$ cat src/rtl/idecode.sv
// RV32I decode stage: control decode, immediate extend, register file
// with write-through bypass, and a flushable ID/EX pipeline register.
module idecode (
  input  logic        clk,
  input  logic        reset,
  input  logic [31:0] InstrD,
  input  logic [31:0] PCD,
  input  logic [31:0] PCPlus4D,
  input  logic        RegWriteW,
  input  logic [4:0]  RdW,
  input  logic [31:0] ResultW,
  input  logic        FlushE,
  output logic        RegWriteE,
  output logic        MemWriteE,
  output logic        JumpE,
  output logic        BranchE,
  output logic        ALUSrcE,
  output logic [1:0]  ResultSrcE,
  output logic [2:0]  ALUControlE,
  output logic [31:0] RD1E,
  output logic [31:0] RD2E,
  output logic [31:0] ImmExtE,
  output logic [31:0] PCE,
  output logic [31:0] PCPlus4E,
  output logic [4:0]  Rs1E,
  output logic [4:0]  Rs2E,
  output logic [4:0]  RdE
);

  typedef struct packed {
    logic        reg_write;
    logic        mem_write;
    logic        jump;
    logic        branch;
    logic        alu_src;
    logic [1:0]  result_src;
    logic [2:0]  alu_ctrl;
    logic [31:0] rd1;
    logic [31:0] rd2;
    logic [31:0] imm;
    logic [31:0] pc;
    logic [31:0] pc_plus4;
    logic [4:0]  rs1;
    logic [4:0]  rs2;
    logic [4:0]  rd;
  } id_ex_t;

  logic [6:0]  op;
  logic [4:0]  rd, rs1, rs2;
  logic [2:0]  funct3;
  logic        funct7b5;

  assign op       = InstrD[6:0];
  assign rd       = InstrD[11:7];
  assign funct3   = InstrD[14:12];
  assign rs1      = InstrD[19:15];
  assign rs2      = InstrD[24:20];
  assign funct7b5 = InstrD[30];

  logic       reg_write, mem_write, jump, branch, alu_src;
  logic [1:0] imm_src, result_src, alu_op;
  logic [2:0] alu_ctrl;

  // Unknown opcodes fall through to the all-zero defaults (a NOP).
  always_comb begin
    reg_write  = 1'b0;
    imm_src    = 2'b00;
    alu_src    = 1'b0;
    mem_write  = 1'b0;
    result_src = 2'b00;
    branch     = 1'b0;
    alu_op     = 2'b00;
    jump       = 1'b0;
    case (op)
      7'b0000011: begin
        reg_write  = 1'b1;
        alu_src    = 1'b1;
        result_src = 2'b01;
      end
      7'b0100011: begin
        imm_src   = 2'b01;
        alu_src   = 1'b1;
        mem_write = 1'b1;
      end
      7'b0110011: begin
        reg_write = 1'b1;
        alu_op    = 2'b10;
      end
      7'b1100011: begin
        imm_src = 2'b10;
        branch  = 1'b1;
        alu_op  = 2'b01;
      end
      7'b0010011: begin
        reg_write = 1'b1;
        alu_src   = 1'b1;
        alu_op    = 2'b10;
      end
      7'b1101111: begin
        reg_write  = 1'b1;
        imm_src    = 2'b11;
        result_src = 2'b10;
        jump       = 1'b1;
      end
      default: ;
    endcase
  end

  always_comb begin
    alu_ctrl = 3'b000;
    case (alu_op)
      2'b01: alu_ctrl = 3'b001;
      2'b10: begin
        case (funct3)
          3'b000:  alu_ctrl = (op[5] && funct7b5) ? 3'b001 : 3'b000;
          3'b010:  alu_ctrl = 3'b101;
          3'b110:  alu_ctrl = 3'b011;
          3'b111:  alu_ctrl = 3'b010;
          default: alu_ctrl = 3'b000;
        endcase
      end
      default: ;
    endcase
  end

  logic [31:0] imm_ext;

  always_comb begin
    imm_ext = '0;
    case (imm_src)
      2'b00: imm_ext = {{20{InstrD[31]}}, InstrD[31:20]};
      2'b01: imm_ext = {{20{InstrD[31]}}, InstrD[31:25],
                        InstrD[11:7]};
      2'b10: imm_ext = {{20{InstrD[31]}}, InstrD[7],
                        InstrD[30:25], InstrD[11:8], 1'b0};
      2'b11: imm_ext = {{12{InstrD[31]}}, InstrD[19:12],
                        InstrD[20], InstrD[30:21], 1'b0};
      default: ;
    endcase
  end

  logic [31:0] rf_q [32];
  logic [31:0] rf_d [32];
  logic        we;
  logic [31:0] rd1, rd2;

  assign we = RegWriteW && (RdW != 5'd0);

  always_comb begin
    rf_d = rf_q;
    if (we) rf_d[RdW] = ResultW;
    rf_d[0] = '0;
  end

  // Bypass lets the decoded instruction see this cycle's writeback.
  always_comb begin
    rd1 = rf_q[rs1];
    rd2 = rf_q[rs2];
    if (we && RdW == rs1) rd1 = ResultW;
    if (we && RdW == rs2) rd2 = ResultW;
    if (rs1 == 5'd0) rd1 = '0;
    if (rs2 == 5'd0) rd2 = '0;
  end

  id_ex_t ex_d, ex_q;

  always_comb begin
    ex_d = '{
      reg_write:  reg_write,
      mem_write:  mem_write,
      jump:       jump,
      branch:     branch,
      alu_src:    alu_src,
      result_src: result_src,
      alu_ctrl:   alu_ctrl,
      rd1:        rd1,
      rd2:        rd2,
      imm:        imm_ext,
      pc:         PCD,
      pc_plus4:   PCPlus4D,
      rs1:        rs1,
      rs2:        rs2,
      rd:         rd
    };
    if (FlushE) ex_d = '0;
  end

  always_ff @(posedge clk or posedge reset) begin
    if (reset) begin
      ex_q <= '0;
      for (int i = 0; i < 32; i++) rf_q[i] <= '0;
    end else begin
      ex_q <= ex_d;
      rf_q <= rf_d;
    end
  end

  assign RegWriteE   = ex_q.reg_write;
  assign MemWriteE   = ex_q.mem_write;
  assign JumpE       = ex_q.jump;
  assign BranchE     = ex_q.branch;
  assign ALUSrcE     = ex_q.alu_src;
  assign ResultSrcE  = ex_q.result_src;
  assign ALUControlE = ex_q.alu_ctrl;
  assign RD1E        = ex_q.rd1;
  assign RD2E        = ex_q.rd2;
  assign ImmExtE     = ex_q.imm;
  assign PCE         = ex_q.pc;
  assign PCPlus4E    = ex_q.pc_plus4;
  assign Rs1E        = ex_q.rs1;
  assign Rs2E        = ex_q.rs2;
  assign RdE         = ex_q.rd;

endmodule
$ cat config.mk
export PLATFORM = sky130hd
export DESIGN_NAME = idecode
export DESIGN_NICKNAME = d
export VERILOG_FILES = /design/src/rtl/idecode.sv
export SDC_FILE = /design/constraint.sdc
export NUM_CORES = 2
export LEC_CHECK = 0
export BUFFER_PORTS_ARGS = -buffer_cell sky130_fd_sc_hd__buf_2
export CORE_MARGIN = 1.5
export CORE_UTILIZATION = 65
export DETAILED_ROUTE_END_ITERATION = 16
export PLACE_DENSITY = 0.88
export REMOVE_ABC_BUFFERS = 1
export SLEW_MARGIN = 40
export SYNTH_ARGS = -nofsm -noshare
export SYNTH_HDL_FRONTEND = slang
export SYNTH_SLANG_ARGS = --single-unit
$ cat constraint.sdc
create_clock -name clk -period 94.6 [get_ports clk]
set_clock_uncertainty 0.2 [all_clocks]
set_input_delay 18.92 -clock clk [delete_from_list [all_inputs] [get_ports clk]]
set_output_delay 18.92 -clock clk [all_outputs]
set_load 0.005 [all_outputs]
==> metrics.cfg <==
[clock_network]
max-clock-path-buffers = 3
cts.hold.buffers_added = 0
clock_latency_ns = 0.73
root_buffer = sky130_fd_sc_hd__clkbuf_16
cts_num_sinks = 1165
post_cts_buffers = 0
cts.clk_slew.worst_paths_ns = 0.06
tritoncts = built
cts_repair_resize_count = 0
htree_num_levels = 3
inserted_clock_buffers = 116

[routing]
finalWirelength_mm = 187
iteration_0_drc_count_of_the_detailed_router = 6396
detail-route-antenna-nets = 0
vias_per_cell = 7.60
drc_errors = 0
vias = 42000
drt_first_pass_iters = 6
wl_per_cell_um = 33.9

[setup_path]
critical_path_arrival_ns = 22.69
r2r.worst_path.cells = 5
cp.required_ns = 95.19
start_kind = primary input
timing_worst_setup_path_type = primary input to asynchronous set/reset pin
end_kind = asynchronous set/reset pin
cp_max_fo = 119

[finish]
stdcell_count = 5523
ff_latch_area_mm2 = 0.0292
final_layout_size_suffix_gt1_share_pct = 51.0
final_core_utilization_pct = 73.3
syn2layout_area_growth_pct = 11.4
multiInputGateArea_mm2 = 0.0285
nFillCells = 5280
finalNetCount = 4386

[floorplan]
die_h_um = 305
design.die.area_mm2 = 0.0930
coreArea_mm2 = 0.0901
num_ports = 322
initial_core_util_pct = 65.8
die_x_um = 305
num_rows = 110

[placement]
finalWeightedCongestion = 0.887
dp_hpwl_mm = 105
dpl.cell_count = 5300
buffer_ports.inserted = 321

[timing]
post-route-min-period_ns = 22.10
slew_viol_final = 0
slew_headroom_pct = 37.0
final-setup-viol-count = 0
final_min_period_over_clock_period_pct = 23.4
max_slew.worst_pin.slew_ns = 0.946
totalNegativeSetupSlack_ns = 0
rsz0062_at_grt = false
timing.final.hold_violations = 0
max_clock_freq_ghz = 0.0452

[pwr]
power_w = 0.00144
total_power_density_per_cell_area_mw_per_mm2 = 21.7
static-leakage-power_nw = 29.5
ir_worst_vdd_v = 0.0000169

[logic_synthesis]
average_size_of_a_mapped_cell_um2 = 14.3
post_synthesis_instance_area_mm2 = 0.0593
ys_seq_area_share_pct = 49.2
synth_top_flop_cell = sky130_fd_sc_hd__dfrtp_1
synth_async_sr_flop_share_pct = 100
post_synth_inst_count = 4136
postSynthRegisterBits = 1165
synth-edff-count = 0
netlist-cell-type-count = 65
ys.warnings.count = 0

[global_route]
first_global_vias = 43200
grt_usage_pct = 40.3
grt_first_pass_wirelength_mm = 278
initial_antenna_violation_count = 6
grt_start_max_net_pins = 159
global_route.overflow_total = 0

[run]
max-cap-violations = 0

[worst_hold_path]
hold_path_class = flip-flop to flip-flop
min_delay_path_depth = 1

[outcome]
status = finished, final reports clean

-- cells by family after synthesis --
group,share of synthesized area [%]
compound gates,5.52
buf+inv,3.21
fa+ha+maj,0.0422
mux,38.0
xor+xnor,0.148
simple gates,3.87
flops,49.2
-- synth_stat cells (10+ instances only) --
library cell               instances  area [µm²]
sky130_fd_sc_hd__a22o_1           29         254
sky130_fd_sc_hd__mux4_2          378        8510
sky130_fd_sc_hd__o211ai_1         19         143
sky130_fd_sc_hd__a31oi_1          15        93.8
sky130_fd_sc_hd__nand2_1         117         439
sky130_fd_sc_hd__nor4_1           14        87.6
sky130_fd_sc_hd__buf_2            89         445
sky130_fd_sc_hd__a221oi_1         46         403
sky130_fd_sc_hd__o21ai_0          61         305
sky130_fd_sc_hd__a221o_1          21         210
sky130_fd_sc_hd__buf_1            76         285
sky130_fd_sc_hd__nand3_1          28         140
sky130_fd_sc_hd__o221ai_1         14         123
sky130_fd_sc_hd__mux2_2         1155       13000
sky130_fd_sc_hd__buf_4            24         180
sky130_fd_sc_hd__a211oi_1         14         105
sky130_fd_sc_hd__mux2i_1         103        1030
sky130_fd_sc_hd__clkbuf_1        238         893
sky130_fd_sc_hd__dfrtp_1        1165       29200
sky130_fd_sc_hd__a22oi_1          46         345
sky130_fd_sc_hd__nor2b_1         136         851
sky130_fd_sc_hd__o32a_1           10         100
sky130_fd_sc_hd__a21oi_1          61         305
sky130_fd_sc_hd__nor3_1           31         155
sky130_fd_sc_hd__o22ai_1          58         363
sky130_fd_sc_hd__or3_1            12        75.1
sky130_fd_sc_hd__nor2_1           27         101
sky130_fd_sc_hd__o31ai_1          16         120
-- placed cells by master (no fill, tap or decap), types with 58 or more instances in the layout --
master	count
sky130_fd_sc_hd__dfrtp_1	1165
sky130_fd_sc_hd__nor2b_1	132
sky130_fd_sc_hd__o21ai_0	61
sky130_fd_sc_hd__buf_2	313
sky130_fd_sc_hd__o22ai_1	58
sky130_fd_sc_hd__mux4_2	378
sky130_fd_sc_hd__buf_4	72
sky130_fd_sc_hd__mux2i_1	103
sky130_fd_sc_hd__nand2_1	101
sky130_fd_sc_hd__clkbuf_16	119
sky130_fd_sc_hd__a21oi_1	60
sky130_fd_sc_hd__mux2_2	1155
-- routing by layer --
layer | wire length (µm) | part of all wire, % | track usage, %
met1 | 64500 | 34 | 52.1
met2 | 82900 | 44 | 59.1
met3 | 26200 | 14 | 13.7
met4 | 13600 | 7.3 | 24.7
met5 | 25 | 0.013 | 0
-- worst max-delay path, cell delays in order --
cell                       delay, ns
sky130_fd_sc_hd__buf_2          0.14
sky130_fd_sc_hd__clkinv_8       0.38
sky130_fd_sc_hd__buf_6          0.57
sky130_fd_sc_hd__buf_6          0.55
sky130_fd_sc_hd__buf_6          0.59
sky130_fd_sc_hd__buf_6          0.57
sky130_fd_sc_hd__buf_6          0.64
-- worst paths after layout --
check                                 startpoint                  endpoint  slack, ns
setup / recovery                           reset     rf_q[877]$_DFFE_PP0P_      72.50
max in group clk                      InstrD[15]         RD1E[8]$_DFF_PP0_      72.67
hold reg to reg            rf_q[927]$_DFFE_PP0P_     rf_q[927]$_DFFE_PP0P_       0.32
setup reg to reg           rf_q[525]$_DFFE_PP0P_        RD1E[13]$_DFF_PP0_      92.40
hold / removal             rf_q[927]$_DFFE_PP0P_     rf_q[927]$_DFFE_PP0P_       0.32
min in group asynchronous                  reset  ALUControlE[2]$_DFF_PP0_      18.05
-- power by group --
group,internal (W),switching (W)
clock,0.000306,0.000205
combinational,0.000156,0.000112
sequential,0.000586,0.0000701
total,0.00105,0.000388
-- through the flow --
stage	instance area, µm²	hold slack, ns	worst slack (ns)
after floorplan	57400	0.291	42.67
after global placement	61500	0.299	70.36
after detailed placement	61600	0.310	70.84
after CTS	65900	0.325	71.56
after global routing	66000	0.339	71.94
final	66000	0.321	72.50
-- flip-flops by register name, summed over array words and instances (netlist names) --
| name | count |
|---|---|
| rf_q | 992 |
| PCE | 32 |
| PCPlus4E | 32 |
| RD1E | 32 |
| RD2E | 32 |
| ImmExtE | 21 |
| RdE | 5 |
| Rs1E | 5 |
| Rs2E | 5 |
| ALUControlE | 3 |
| ALUSrcE | 1 |
| BranchE | 1 |
| JumpE | 1 |
| MemWriteE | 1 |
| RegWriteE | 1 |
| ResultSrcE | 1 |
-- final cells by class --
cell class	instances	area share, %
multi-input combinational	2527	43.1
timing repair buffer	425	4.02
clock buffer	158	5.05
sequential	1165	44.1
clock inverter	57	1.36
antenna	3	0.0114
tap	1176	2.23
inverter	12	0.0872
(Power assumes the default switching activity.)
